`src/rtl/alu_mc.sv`:
```
// Multi-cycle ALU: single-cycle logic/arithmetic ops, iterative shifts and shift-add multiply,
// registered result and condition flags with a busy/done handshake toward the controller.
module alu_mc #(
    parameter int unsigned WIDTH = 8
) (
    input  logic             clk,
    input  logic             rst,
    input  logic             alu_ena,
    input  logic [3:0]       opcode,
    input  logic [WIDTH-1:0] data,
    input  logic [WIDTH-1:0] accum,
    output logic [WIDTH-1:0] alu_out,
    output logic             zero,
    output logic             z_flag,
    output logic             n_flag,
    output logic             c_flag,
    output logic             v_flag,
    output logic             busy,
    output logic             done
);

    localparam int unsigned SW  = $clog2(WIDTH);
    localparam int unsigned CW  = SW + 1;
    localparam int unsigned MSB = WIDTH - 1;

    // Opcodes not listed here (HLT, SKZ, STO, JMP, 1101-1111) pass A through.
    localparam logic [3:0] OpAdd = 4'b0010;
    localparam logic [3:0] OpAnd = 4'b0011;
    localparam logic [3:0] OpXor = 4'b0100;
    localparam logic [3:0] OpLda = 4'b0101;
    localparam logic [3:0] OpSub = 4'b1000;
    localparam logic [3:0] OpOr  = 4'b1001;
    localparam logic [3:0] OpShl = 4'b1010;
    localparam logic [3:0] OpShr = 4'b1011;
    localparam logic [3:0] OpMul = 4'b1100;

    typedef enum logic [0:0] {StIdle, StRun} state_e;
    typedef enum logic [1:0] {KindShl, KindShr, KindMul} kind_e;

    state_e             state_q;
    kind_e              kind_q;
    logic [CW-1:0]      cnt_q;
    logic [WIDTH-1:0]   alu_out_q;
    logic               z_q, n_q, c_q, v_q;
    logic               busy_q, done_q;
    logic [WIDTH-1:0]   sh_q;
    logic               sout_q;
    logic [2*WIDTH-1:0] prod_q;
    logic [2*WIDTH-1:0] mcand_q;
    logic [WIDTH-1:0]   mplier_q;

    logic [WIDTH:0]     sum_w;
    logic [WIDTH:0]     diff_w;
    logic [WIDTH-1:0]   sc_res;
    logic               sc_c, sc_v;
    logic [WIDTH-1:0]   mc_res;
    logic               mc_c;
    logic [WIDTH-1:0]   fin_res;
    logic               fin_c, fin_v;
    logic [WIDTH-1:0]   sh_step;
    logic               sout_step;
    logic [2*WIDTH-1:0] prod_step;
    logic               start_mul, start_multi;

    assign start_mul   = (opcode == OpMul);
    assign start_multi = (opcode == OpShl) || (opcode == OpShr) || start_mul;

    // Single-cycle datapath, evaluated on the live operands at the accepting edge.
    always_comb begin
        sum_w  = {1'b0, accum} + {1'b0, data};
        diff_w = {1'b0, accum} - {1'b0, data};
        sc_res = accum;
        sc_c   = 1'b0;
        sc_v   = 1'b0;
        case (opcode)
            OpAdd: begin
                sc_res = sum_w[WIDTH-1:0];
                sc_c   = sum_w[WIDTH];
                sc_v   = (accum[MSB] == data[MSB]) && (sum_w[MSB] != accum[MSB]);
            end
            OpAnd: sc_res = accum & data;
            OpXor: sc_res = accum ^ data;
            OpLda: sc_res = data;
            OpSub: begin
                sc_res = diff_w[WIDTH-1:0];
                sc_c   = diff_w[WIDTH];
                sc_v   = (accum[MSB] != data[MSB]) && (diff_w[MSB] != accum[MSB]);
            end
            OpOr:  sc_res = accum | data;
            default: ;
        endcase
    end

    // One iteration of the multi-cycle datapath.
    always_comb begin
        sh_step   = sh_q;
        sout_step = sout_q;
        if (kind_q == KindShl) begin
            sh_step   = {sh_q[WIDTH-2:0], 1'b0};
            sout_step = sh_q[WIDTH-1];
        end else if (kind_q == KindShr) begin
            sh_step   = {1'b0, sh_q[WIDTH-1:1]};
            sout_step = sh_q[0];
        end
        prod_step = mplier_q[0] ? (prod_q + mcand_q) : prod_q;
    end

    always_comb begin
        if (kind_q == KindMul) begin
            mc_res = prod_q[WIDTH-1:0];
            mc_c   = |prod_q[2*WIDTH-1:WIDTH];
        end else begin
            mc_res = sh_q;
            mc_c   = sout_q;
        end
    end

    always_comb begin
        if (state_q == StRun) begin
            fin_res = mc_res;
            fin_c   = mc_c;
            fin_v   = 1'b0;
        end else begin
            fin_res = sc_res;
            fin_c   = sc_c;
            fin_v   = sc_v;
        end
    end

    always_ff @(posedge clk) begin
        if (rst) begin
            state_q   <= StIdle;
            kind_q    <= KindShl;
            cnt_q     <= '0;
            alu_out_q <= '0;
            z_q       <= 1'b0;
            n_q       <= 1'b0;
            c_q       <= 1'b0;
            v_q       <= 1'b0;
            busy_q    <= 1'b0;
            done_q    <= 1'b0;
            sh_q      <= '0;
            sout_q    <= 1'b0;
            prod_q    <= '0;
            mcand_q   <= '0;
            mplier_q  <= '0;
        end else begin
            done_q <= 1'b0;
            case (state_q)
                StIdle: begin
                    if (alu_ena) begin
                        if (start_multi) begin
                            state_q  <= StRun;
                            busy_q   <= 1'b1;
                            kind_q   <= start_mul ? KindMul
                                      : ((opcode == OpShl) ? KindShl : KindShr);
                            cnt_q    <= start_mul ? CW'(WIDTH) : {1'b0, data[SW-1:0]};
                            sh_q     <= accum;
                            sout_q   <= 1'b0;
                            prod_q   <= '0;
                            mcand_q  <= {{WIDTH{1'b0}}, accum};
                            mplier_q <= data;
                        end else begin
                            alu_out_q <= fin_res;
                            z_q       <= (fin_res == '0);
                            n_q       <= fin_res[MSB];
                            c_q       <= fin_c;
                            v_q       <= fin_v;
                            done_q    <= 1'b1;
                        end
                    end
                end
                StRun: begin
                    if (cnt_q != '0) begin
                        sh_q     <= sh_step;
                        sout_q   <= sout_step;
                        prod_q   <= prod_step;
                        mcand_q  <= mcand_q << 1;
                        mplier_q <= mplier_q >> 1;
                        cnt_q    <= cnt_q - CW'(1);
                    end else begin
                        alu_out_q <= fin_res;
                        z_q       <= (fin_res == '0);
                        n_q       <= fin_res[MSB];
                        c_q       <= fin_c;
                        v_q       <= fin_v;
                        done_q    <= 1'b1;
                        busy_q    <= 1'b0;
                        state_q   <= StIdle;
                    end
                end
                default: state_q <= StIdle;
            endcase
        end
    end

    assign alu_out = alu_out_q;
    assign z_flag  = z_q;
    assign n_flag  = n_q;
    assign c_flag  = c_q;
    assign v_flag  = v_q;
    assign busy    = busy_q;
    assign done    = done_q;
    assign zero    = (accum == '0);

endmodule

```
`config.mk`:
```
export PLATFORM = sky130hd
export DESIGN_NAME = alu_mc
export DESIGN_NICKNAME = d
export VERILOG_FILES = /design/src/rtl/alu_mc.sv
export SDC_FILE = /design/constraint.sdc
export NUM_CORES = 1
export LEC_CHECK = 0
export ABC_AREA = 0
export ABC_CLOCK_PERIOD_IN_PS = 5900
export CORE_MARGIN = 8
export CORE_UTILIZATION = 65
export CTS_CLUSTER_DIAMETER = 60
export DETAILED_ROUTE_END_ITERATION = 8
export PLACE_DENSITY = 0.91
export RECOVER_POWER = 25
export SLEW_MARGIN = 5
export SYNTH_ARGS = -nofsm -noshare
export SYNTH_HDL_FRONTEND = slang
export SYNTH_SLANG_ARGS = --single-unit
```
`constraint.sdc`:
```
create_clock -name clk -period 5.9 [get_ports clk]
set_clock_uncertainty 0.1 [all_clocks]
set_input_delay 1.77 -clock clk [delete_from_list [all_inputs] [get_ports clk]]
set_output_delay 1.77 -clock clk [all_outputs]
set_load 0.02 [all_outputs]
```
==> results of run 1 <==
-- final cells by class --
cell class              instances  area (um2)
clock buffers                   9       123.9
clock inverters                 6       112.6
fillers                       644        2202
inverters                      31       116.4
multi-input cells             547        3568
flip-flops and latches         69        1383
well taps                     105       131.4
repair buffers                 44       414.1
-- power by group through the flow --
stage	logic (mW)	registers (mW)	clock network [mW]
CTS	0.258	0.494	0.476
finish	0.262	0.494	0.477
global placement	0.253	0.504	0
global route	0.284	0.497	0.503
floorplan	0.165	0.510	0
detailed placement	0.257	0.505	0
-- worst paths after layout --
kind | startpoint | endpoint | slack [ns] | depth (start not counted)
setup reg to reg | cnt_q[0]$_SDFFE_PP0P_ | sh_q[2]$_SDFFE_PP0P_ | 2.73 | 9
hold reg to reg | alu_out[2]$_SDFFE_PP0P_ | alu_out[2]$_SDFFE_PP0P_ | 0.35 | 2
hold / removal | alu_out[2]$_SDFFE_PP0P_ | alu_out[2]$_SDFFE_PP0P_ | 0.35 | 2
setup / recovery | accum[1] | zero | 0.60 | 5
-- registers in the layout, summed over array words and instances, names as in the netlist --
name	flops
z_flag	1
mcand_q	16
busy	1
sh_q	8
alu_out	7
n_flag	1
v_flag	1
state_q	1
cnt_q	4
sout_q	1
prod_q	16
c_flag	1
kind_q	2
done	1
mplier_q	8
-- metrics by stage --
stage	cell area [um2]	util	worst slack, ns
6_report	5849	0.7265	0.6012
5_1_grt	5849	0.7265	0.4687
4_1_cts	5858	0.7276	0.6031
3_5_place_dp	5622	0.6982	0.6044
3_3_place_gp	5622	0.6982	0.6397
2_1_floorplan	5283	-	1.773
-- routing by layer --
layer  wire [um]  GRT usage  up-vias
met2        6871     0.4191      315
li1            -          -     2540
met4         556     0.1166        0
met1        6563     0.3593     2479
met5           0          0        -
met3        1558    0.08227       43
-- cells in the mapped netlist (all sizes together), types with 10 or more instances --
library cell	n
mux2i	24
xnor2	10
nand2b	14
nor2	85
clkbuf	29
a211oi	24
o21ai	44
buf	20
a21oi	50
nor3	12
nand3	20
dfxtp	69
a21o	10
nand2	60
a22oi	16
a31oi	11
ha	40
inv	31
nor2b	12
-- cell families after synthesis --
logic type                 synth area share
muxes                               0.04761
xor gates and xnor gates            0.02155
adders and majority gates            0.1080
DFF                                  0.2615
AOI/OAI and AO/OA                    0.2705
and+or+nand+nor                      0.2288
buffers and inverters               0.06206
-- worst max-delay path: stages --
cell             delay [ns]
clkdlybuf4s50_1        0.57
inv_1                  0.20
nand4_1                0.15
nor2_1                 0.12
clkdlybuf4s50_1        0.62
==> results.py, run 1 <==
metrics = {
    "global_routing": {
        "grt.total_usage": 0.2772,
        "grt_max_degree": 55,
        "grt_antenna_before_repair": 0,
        "grt_pass1_wl_mm": 25.29,
        "grt_pass1_vias": 5029,
        "gr-total-overflow": 0,
    },
    "pwr": {
        "power_leakage_nw": 2.322,
        "vdd_ir_drop_max_mv": 0.1440,
        "internal_power_mw": 0.8598,
        "switchingPower_mw": 0.3739,
        "pwr-share-clk": 0.387,
        "finalPower_mw": 1.234,
        "powerDensity_nw_per_um2": 210.9,
        "power_frac_comb": 0.212,
        "p_seq_frac": 0.401,
        "swShare": 0.3030,
    },
    "final_layout": {
        "layout-drive-gt1-share": 0.04533,
        "final_cell_mix": "nor2_1, dfxtp_1, nand2_1, a21oi_1, ha_1",
        "final_cells": 811,
        "final_net_count": 768,
        "antenna_cells": 0,
        "final_common_cell": "nor2_1",
        "areaGrowthSynthToFinish_pct": 10.73,
    },
    "clock_network": {
        "post_cts_buffers": 0,
        "clk_pin_slew_ns": 0.07,
        "clock_latency_ns": 0.36,
        "htree_levels": 3,
        "clock-sinks": 69,
        "cts_tree": "built",
        "cts_buffer_depth": 2,
        "numCtsBuffers": 9,
        "cts_hold_buf": 0,
        "cts-resized-gates": 0,
        "cts_root_buf": "clkbuf_8",
    },
    "detailed_routing": {
        "ant_nets": 0,
        "wirelength_mm": 15.55,
        "drtPass1Iterations": 5,
        "drc": 0,
        "drt_iter0_drc": 509,
        "via_per_inst": 6.630,
        "num_vias": 5377,
        "post_drt_wl_per_cell_um": 19.17,
    },
    "floorplanning": {
        "die_area_um2": 11270,
        "core_area_um2": 8051,
        "pin_count": 38,
        "rows": 33,
        "die_w_um": 106.2,
        "start_util": 0.6561,
        "dieHeight_um": 106.2,
    },
    "synth": {
        "ys_seq_area_frac": 0.2615,
        "yosys.area.top_type_share": 0.2615,
        "synth_ff_type": "dfxtp_1",
        "yosysWarningCount": 0,
        "synth_nets": 762,
        "synth_largest_area_cell": "dfxtp_1",
        "synth_cells": 696,
        "ys_types": 71,
        "ys_async_sr_fraction": 0,
        "ys_seq_elements": 69,
        "synth_edf_count": 0,
        "synth_area_leaders": "dfxtp_1, ha_1, nor2_1, a21oi_1, mux2i_1",
        "avgSynthCellArea_um2": 7.590,
        "syn_area_um2": 5283,
    },
    "timing": {
        "drv_slew": 0,
        "min_period_over_period": 0.8981,
        "hold_violations": 0,
        "setup_tns_ns": 0,
        "setup_viol": 0,
        "max_freq_mhz": 188.7,
        "fin_crit_ns": 5.299,
        "slew_headroom": 0.2042,
        "tightest_slew_ns": 1.186,
        "rsz0062_at_grt": "no",
        "hold_ws_ns": 0.3532,
    },
    "setup_path": {
        "cp-end-kind": "primary output",
        "cp_max_fo": 7,
        "worstPathRequired_ns": 4.03,
        "critPathKind": "in2out",
        "cp.arrival_ns": 3.43,
        "cp-start-kind": "primary input",
    },
    "placed_design": {
        "gp_congestion": 0.9744,
        "dp_hpwl_mm": 11.53,
        "numPortBuffers": 37,
        "placed_cells": 796,
    },
    "outcome": {
        "status": "completed",
    },
    "job": {
        "maxCapViolCount": 0,
    },
    "worst_hold_path": {
        "hold_class": "reg2reg",
    },
}
Power figures use the tool's default switching activity.
==> inputs of run 2 (changes only) <==
--- a/config.mk
+++ b/config.mk
@@ -6,8 +6,8 @@
 export NUM_CORES = 1
 export LEC_CHECK = 0
 export ABC_AREA = 0
-export ABC_CLOCK_PERIOD_IN_PS = 5900
-export CORE_MARGIN = 8
+export ABC_CLOCK_PERIOD_IN_PS = 6800
+export CORE_MARGIN = 2
 export CORE_UTILIZATION = 65
 export CTS_CLUSTER_DIAMETER = 60
 export DETAILED_ROUTE_END_ITERATION = 8
==> constraint.sdc (replaced) <==
create_clock -name clk -period 6.8 [get_ports clk]
set_clock_uncertainty 0.1 [all_clocks]
set_input_delay 2.04 -clock clk [delete_from_list [all_inputs] [get_ports clk]]
set_output_delay 2.04 -clock clk [all_outputs]
set_load 0.02 [all_outputs]
==> results.py, run 2 (synthesis gave the netlist of run 1 again) <==
metrics = {
    "setup_path": {
        "worstPathRequired_ns": 4.66,
        "crit_family": "buffers and inverters",
        "worst_r2r_endpoint": "sh_q[4]$_SDFFE_PP0P_",
        "r2r_setup_slack_ns": 3.78,
        "reg2reg_depth": 9,
        "critPathBufInv": 3,
        "worst-path-stages": 5,
        "cp_cell_sequence": "clkdlybuf4s50_1 > inv_1 > nand4_1 > nor2_1 > clkdlybuf4s50_1",
        "cp_slowest_cell": "clkdlybuf4s50_1",
        "cpMostUsedCell": "clkdlybuf4s50_1",
        "crit_path_end": "zero",
        "cp_max_fo": 7,
        "cp-start-kind": "primary input",
        "max_stage_delay_ns": 0.62,
        "critPathKind": "in2out",
        "startpoint": "accum[1]",
        "cp.arrival_ns": 3.72,
        "cp-end-kind": "primary output",
        "r2r_start": "cnt_q[0]$_SDFFE_PP0P_",
    },
    "timing": {
        "min_period_over_period": 0.8617,
        "max_freq_mhz": 170.7,
        "fin_crit_ns": 5.860,
        "worst_slack_ns": 0.9404,
        "hold_ws_ns": 0.3522,
        "drv_slew": 0,
        "hold_violations": 0,
        "rsz0062_at_grt": "no",
        "slew_headroom": 0.2915,
        "tightest_slew_ns": 1.056,
        "setup_tns_ns": 0,
        "setup_viol": 0,
    },
    "global_routing": {
        "use_met3": 0.06581,
        "use_met1": 0.5005,
        "grt_antenna_before_repair": 0,
        "grt.total_usage": 0.3707,
        "grt_use_met2": 0.5911,
        "grt_max_degree": 46,
        "grt_pass1_wl_mm": 25.56,
        "grt_busiest_layer": "met2",
        "gr-total-overflow": 0,
        "grt_pass1_vias": 5012,
    },
    "placed_design": {
        "dp_hpwl_mm": 11.71,
        "place_area_um2": 5625,
        "placed_cells": 794,
        "preCtsSetupSlack_ns": 0.9460,
        "numPortBuffers": 37,
        "gp_congestion": 0.9869,
    },
    "pwr": {
        "power_leakage_nw": 2.318,
        "powerDensity_nw_per_um2": 177.7,
        "vdd_ir_drop_max_mv": 0.1234,
        "finalPower_mw": 1.037,
    },
    "final_layout": {
        "final_cell_mix": "nor2_1, dfxtp_1, nand2_1, a21oi_1",
        "fillers": 629,
        "utilization": 0.7473,
        "layout-drive-gt1-share": 0.04668,
        "final_net_count": 769,
        "fin_area_um2": 5834,
        "final_cells": 809,
        "top_regs": "mcand_q (16), prod_q (16)",
        "final_common_cell": "nor2_1",
        "areaGrowthSynthToFinish_pct": 10.45,
        "antenna_cells": 0,
    },
    "clock_network": {
        "cts-resized-gates": 0,
        "cts_root_buf": "clkbuf_8",
        "clock_latency_ns": 0.36,
        "numCtsBuffers": 9,
        "cts_hold_buf": 0,
        "clk_pin_slew_ns": 0.07,
        "cts_tree": "built",
        "cts_buffer_depth": 2,
        "clock-sinks": 69,
        "post_cts_buffers": 0,
        "htree_levels": 3,
    },
    "detailed_routing": {
        "drc": 0,
        "num_vias": 5420,
        "via_per_inst": 6.700,
        "drt_iter0_drc": 716,
        "drtPass1Iterations": 6,
        "ant_nets": 0,
        "wirelength_mm": 15.97,
        "post_drt_wl_per_cell_um": 19.74,
    },
    "outcome": {
        "status": "completed",
    },
    "floorplanning": {
        "die_w_um": 94.15,
        "dieHeight_um": 94.15,
        "die_area_um2": 8864,
        "rows": 32,
        "start_util": 0.6766,
        "core_area_um2": 7807,
        "pin_count": 38,
    },
    "worst_hold_path": {
        "hold_start": "alu_out[2]$_SDFFE_PP0P_",
        "hold_class": "reg2reg",
    },
    "job": {
        "maxCapViolCount": 0,
    },
}
## run 2: per-layer routing
metal / vias up / wire length, um / part of all wire
met5: - / 0 / 0
met4: 0 / 525 / 0.033
met3: 52 / 1394 / 0.087
met2: 292 / 7324 / 0.46
met1: 2540 / 6725 / 0.42
li1: 2536 / - / -
## run 2: how the worst min path moves through the flow
stage                                           to  slack, ns  cells past startpoint
after detailed placement   alu_out[2]$_SDFFE_PP0P_       0.35                      2
final                      alu_out[2]$_SDFFE_PP0P_       0.35                      2
after global routing           v_flag$_SDFFE_PP0P_       0.39                      2
after global placement         v_flag$_SDFFE_PP0P_       0.34                      2
after floorplan           mplier_q[7]$_SDFFE_PP0P_       0.35                      2
after CTS                  alu_out[2]$_SDFFE_PP0P_       0.36                      2
## run 2: final cells by class
type                       instances  area, um2  area share
inverter                          31      116.4     0.01994
timing repair buffer              45      425.4     0.07291
tap                              102      127.6     0.02187
multi-input combinational        547       3568      0.6116
clock buffer                      10      127.6     0.02187
clock inverter                     5      86.33     0.01480
sequential                        69       1383      0.2370
## run 2: worst register-to-register path, stage by stage (launching register included)
cell      delay, ns
dfxtp_1        0.33
inv_1          0.08
ha_1           0.20
or3b_1         0.48
nand2_1        0.34
nor2_1         0.11
o21ai_1        0.83
a311oi_1       0.13
a21oi_1        0.22
nor2_1         0.06
## run 2: power by group
group / internal, mW / leakage [nW] / total (mW) / switching (mW)
combinational: 0.0862 / 1.65 / 0.229 / 0.143
sequential: 0.418 / 0.561 / 0.431 / 0.0133
clock: 0.207 / 0.107 / 0.376 / 0.170
total: 0.711 / 2.32 / 1.04 / 0.326
==> inputs of run 3 (changes only) <==
--- a/config.mk
+++ b/config.mk
@@ -7,10 +7,10 @@
 export LEC_CHECK = 0
 export ABC_AREA = 0
 export ABC_CLOCK_PERIOD_IN_PS = 6800
-export CORE_MARGIN = 2
 export CORE_UTILIZATION = 65
 export CTS_CLUSTER_DIAMETER = 60
 export DETAILED_ROUTE_END_ITERATION = 8
+export GPL_ROUTABILITY_DRIVEN = 0
 export PLACE_DENSITY = 0.91
 export RECOVER_POWER = 25
 export SLEW_MARGIN = 5
==> results.py, run 3 (synthesis gave the netlist of run 1 again) <==
metrics = {
    "clock_network": {
        "numCtsBuffers": 9,
        "clock_latency_ns": 0.36,
        "clock-sinks": 69,
        "cts_tree": "built",
        "htree_levels": 3,
        "cts_buffer_depth": 2,
        "cts_hold_buf": 0,
        "clk_pin_slew_ns": 0.07,
        "cts_root_buf": "clkbuf_8",
        "post_cts_buffers": 0,
        "cts-resized-gates": 0,
    },
    "floorplanning": {
        "start_util": 0.6766,
        "rows": 32,
        "dieHeight_um": 92.15,
        "core_area_um2": 7807,
        "die_area_um2": 8492,
        "die_w_um": 92.15,
        "pin_count": 38,
    },
    "global_routing": {
        "grt_pass1_wl_mm": 24.49,
        "grt_max_degree": 66,
        "grt_pass1_vias": 4896,
        "grt.total_usage": 0.3639,
        "grt_antenna_before_repair": 0,
        "gr-total-overflow": 0,
    },
    "timing": {
        "hold_ws_ns": 0.3523,
        "fin_crit_ns": 5.855,
        "max_freq_mhz": 170.8,
        "worst_slack_ns": 0.9455,
        "rsz0062_at_grt": "no",
        "hold_violations": 0,
        "min_period_over_period": 0.8610,
        "slew_headroom": 0.2383,
        "tightest_slew_ns": 1.127,
        "drv_slew": 0,
        "setup_viol": 0,
        "setup_tns_ns": 0,
    },
    "detailed_routing": {
        "drtPass1Iterations": 5,
        "ant_nets": 0,
        "drt_iter0_drc": 651,
        "drc": 0,
        "num_vias": 5374,
        "via_per_inst": 6.643,
        "post_drt_wl_per_cell_um": 18.68,
        "wirelength_mm": 15.11,
    },
    "setup_path": {
        "cp_max_fo": 7,
        "startpoint": "accum[1]",
        "r2r_setup_slack_ns": 3.81,
        "crit_path_end": "zero",
        "worst_r2r_endpoint": "sh_q[7]$_SDFFE_PP0P_",
        "cp-start-kind": "primary input",
        "cp-end-kind": "primary output",
        "worstPathRequired_ns": 4.66,
        "reg2reg_depth": 9,
        "r2r_start": "cnt_q[0]$_SDFFE_PP0P_",
        "cp.arrival_ns": 3.71,
        "critPathKind": "in2out",
    },
    "placed_design": {
        "numPortBuffers": 37,
        "dp_hpwl_mm": 10.80,
        "preCtsSetupSlack_ns": 1.008,
    },
    "final_layout": {
        "fillers": 603,
        "final_net_count": 768,
        "top_regs": "mcand_q (16), prod_q (16)",
        "multi_input_area_um2": 3568,
        "antenna_cells": 0,
        "final_common_cell": "nor2_1",
        "layout-drive-gt1-share": 0.04809,
        "areaGrowthSynthToFinish_pct": 10.66,
        "final_cell_mix": "nor2_1, dfxtp_1, nand2_1, a21oi_1",
        "seqCellArea_um2": 1383,
    },
    "outcome": {
        "status": "completed",
    },
    "pwr": {
        "power_leakage_nw": 2.322,
        "finalPower_mw": 1.052,
        "powerDensity_nw_per_um2": 180.0,
        "vdd_ir_drop_max_mv": 0.1373,
    },
    "worst_hold_path": {
        "hold_class": "reg2reg",
    },
    "job": {
        "maxCapViolCount": 0,
    },
}
[run 3: changes by cell type in the layout (fill, tap and decap cells not counted), sizes merged]
cell | previous run | this run
clkinvlp | 0 | 1
clkinv | 3 | 1
inv | 31 | 32
buf | 9 | 8
clkbuf | 10 | 11
[run 3: layout make-up]
type | instances | share of cell area
multi-input cells | 547 | 0.6104
flip-flops and latches | 69 | 0.2365
repair buffers | 44 | 0.07149
clock buffers | 11 | 0.02590
well taps | 102 | 0.02183
inverters | 31 | 0.01991
clock inverters | 5 | 0.01391
[run 3: metal layers]
layer	global-route usage	vias up	wire, um	share of wire
met5	0	-	0	0
met4	0.1706	0	590	0.039
met3	0.08458	55	1538	0.10
met2	0.5641	323	6793	0.45
met1	0.4763	2465	6190	0.41
li1	-	2531	-	-
[run 3: power by group]
group          leakage [nW]  switching [mW]  total [mW]  internal (mW)
combinational          1.65           0.139       0.225         0.0858
sequential            0.561          0.0121       0.430          0.418
clock                 0.116           0.170       0.398          0.227
[run 3: worst min-delay path by stage]
stage / endpoint / from / slack, ns / cells past startpoint
3_3_place_gp: alu_out[6]$_SDFFE_PP0P_ / alu_out[6]$_SDFFE_PP0P_ / 0.34 / 2
5_1_grt: alu_out[2]$_SDFFE_PP0P_ / alu_out[2]$_SDFFE_PP0P_ / 0.39 / 2
4_1_cts: v_flag$_SDFFE_PP0P_ / v_flag$_SDFFE_PP0P_ / 0.36 / 2
2_1_floorplan: mplier_q[7]$_SDFFE_PP0P_ / mplier_q[7]$_SDFFE_PP0P_ / 0.35 / 2
6_report: v_flag$_SDFFE_PP0P_ / v_flag$_SDFFE_PP0P_ / 0.35 / 2
3_5_place_dp: v_flag$_SDFFE_PP0P_ / v_flag$_SDFFE_PP0P_ / 0.35 / 2
[run 3: metrics by stage]
| step | utilization | cells | instance area (um2) |
|---|---|---|---|
| 6_report | 0.7487 | 809 | 5846 |
| 5_1_grt | 0.7487 | 809 | 5846 |
| 4_1_cts | 0.7494 | 809 | 5851 |
| 3_5_place_dp | 0.7196 | 793 | 5618 |
| 3_3_place_gp | 0.7196 | 793 | 5618 |
| 2_1_floorplan | - | 696 | 5283 |
[run 3: critical path: stages]
cell             delay [ns]
clkdlybuf4s50_1        0.57
inv_1                  0.19
nand4_1                0.16
nor2_1                 0.14
clkdlybuf4s50_1        0.61
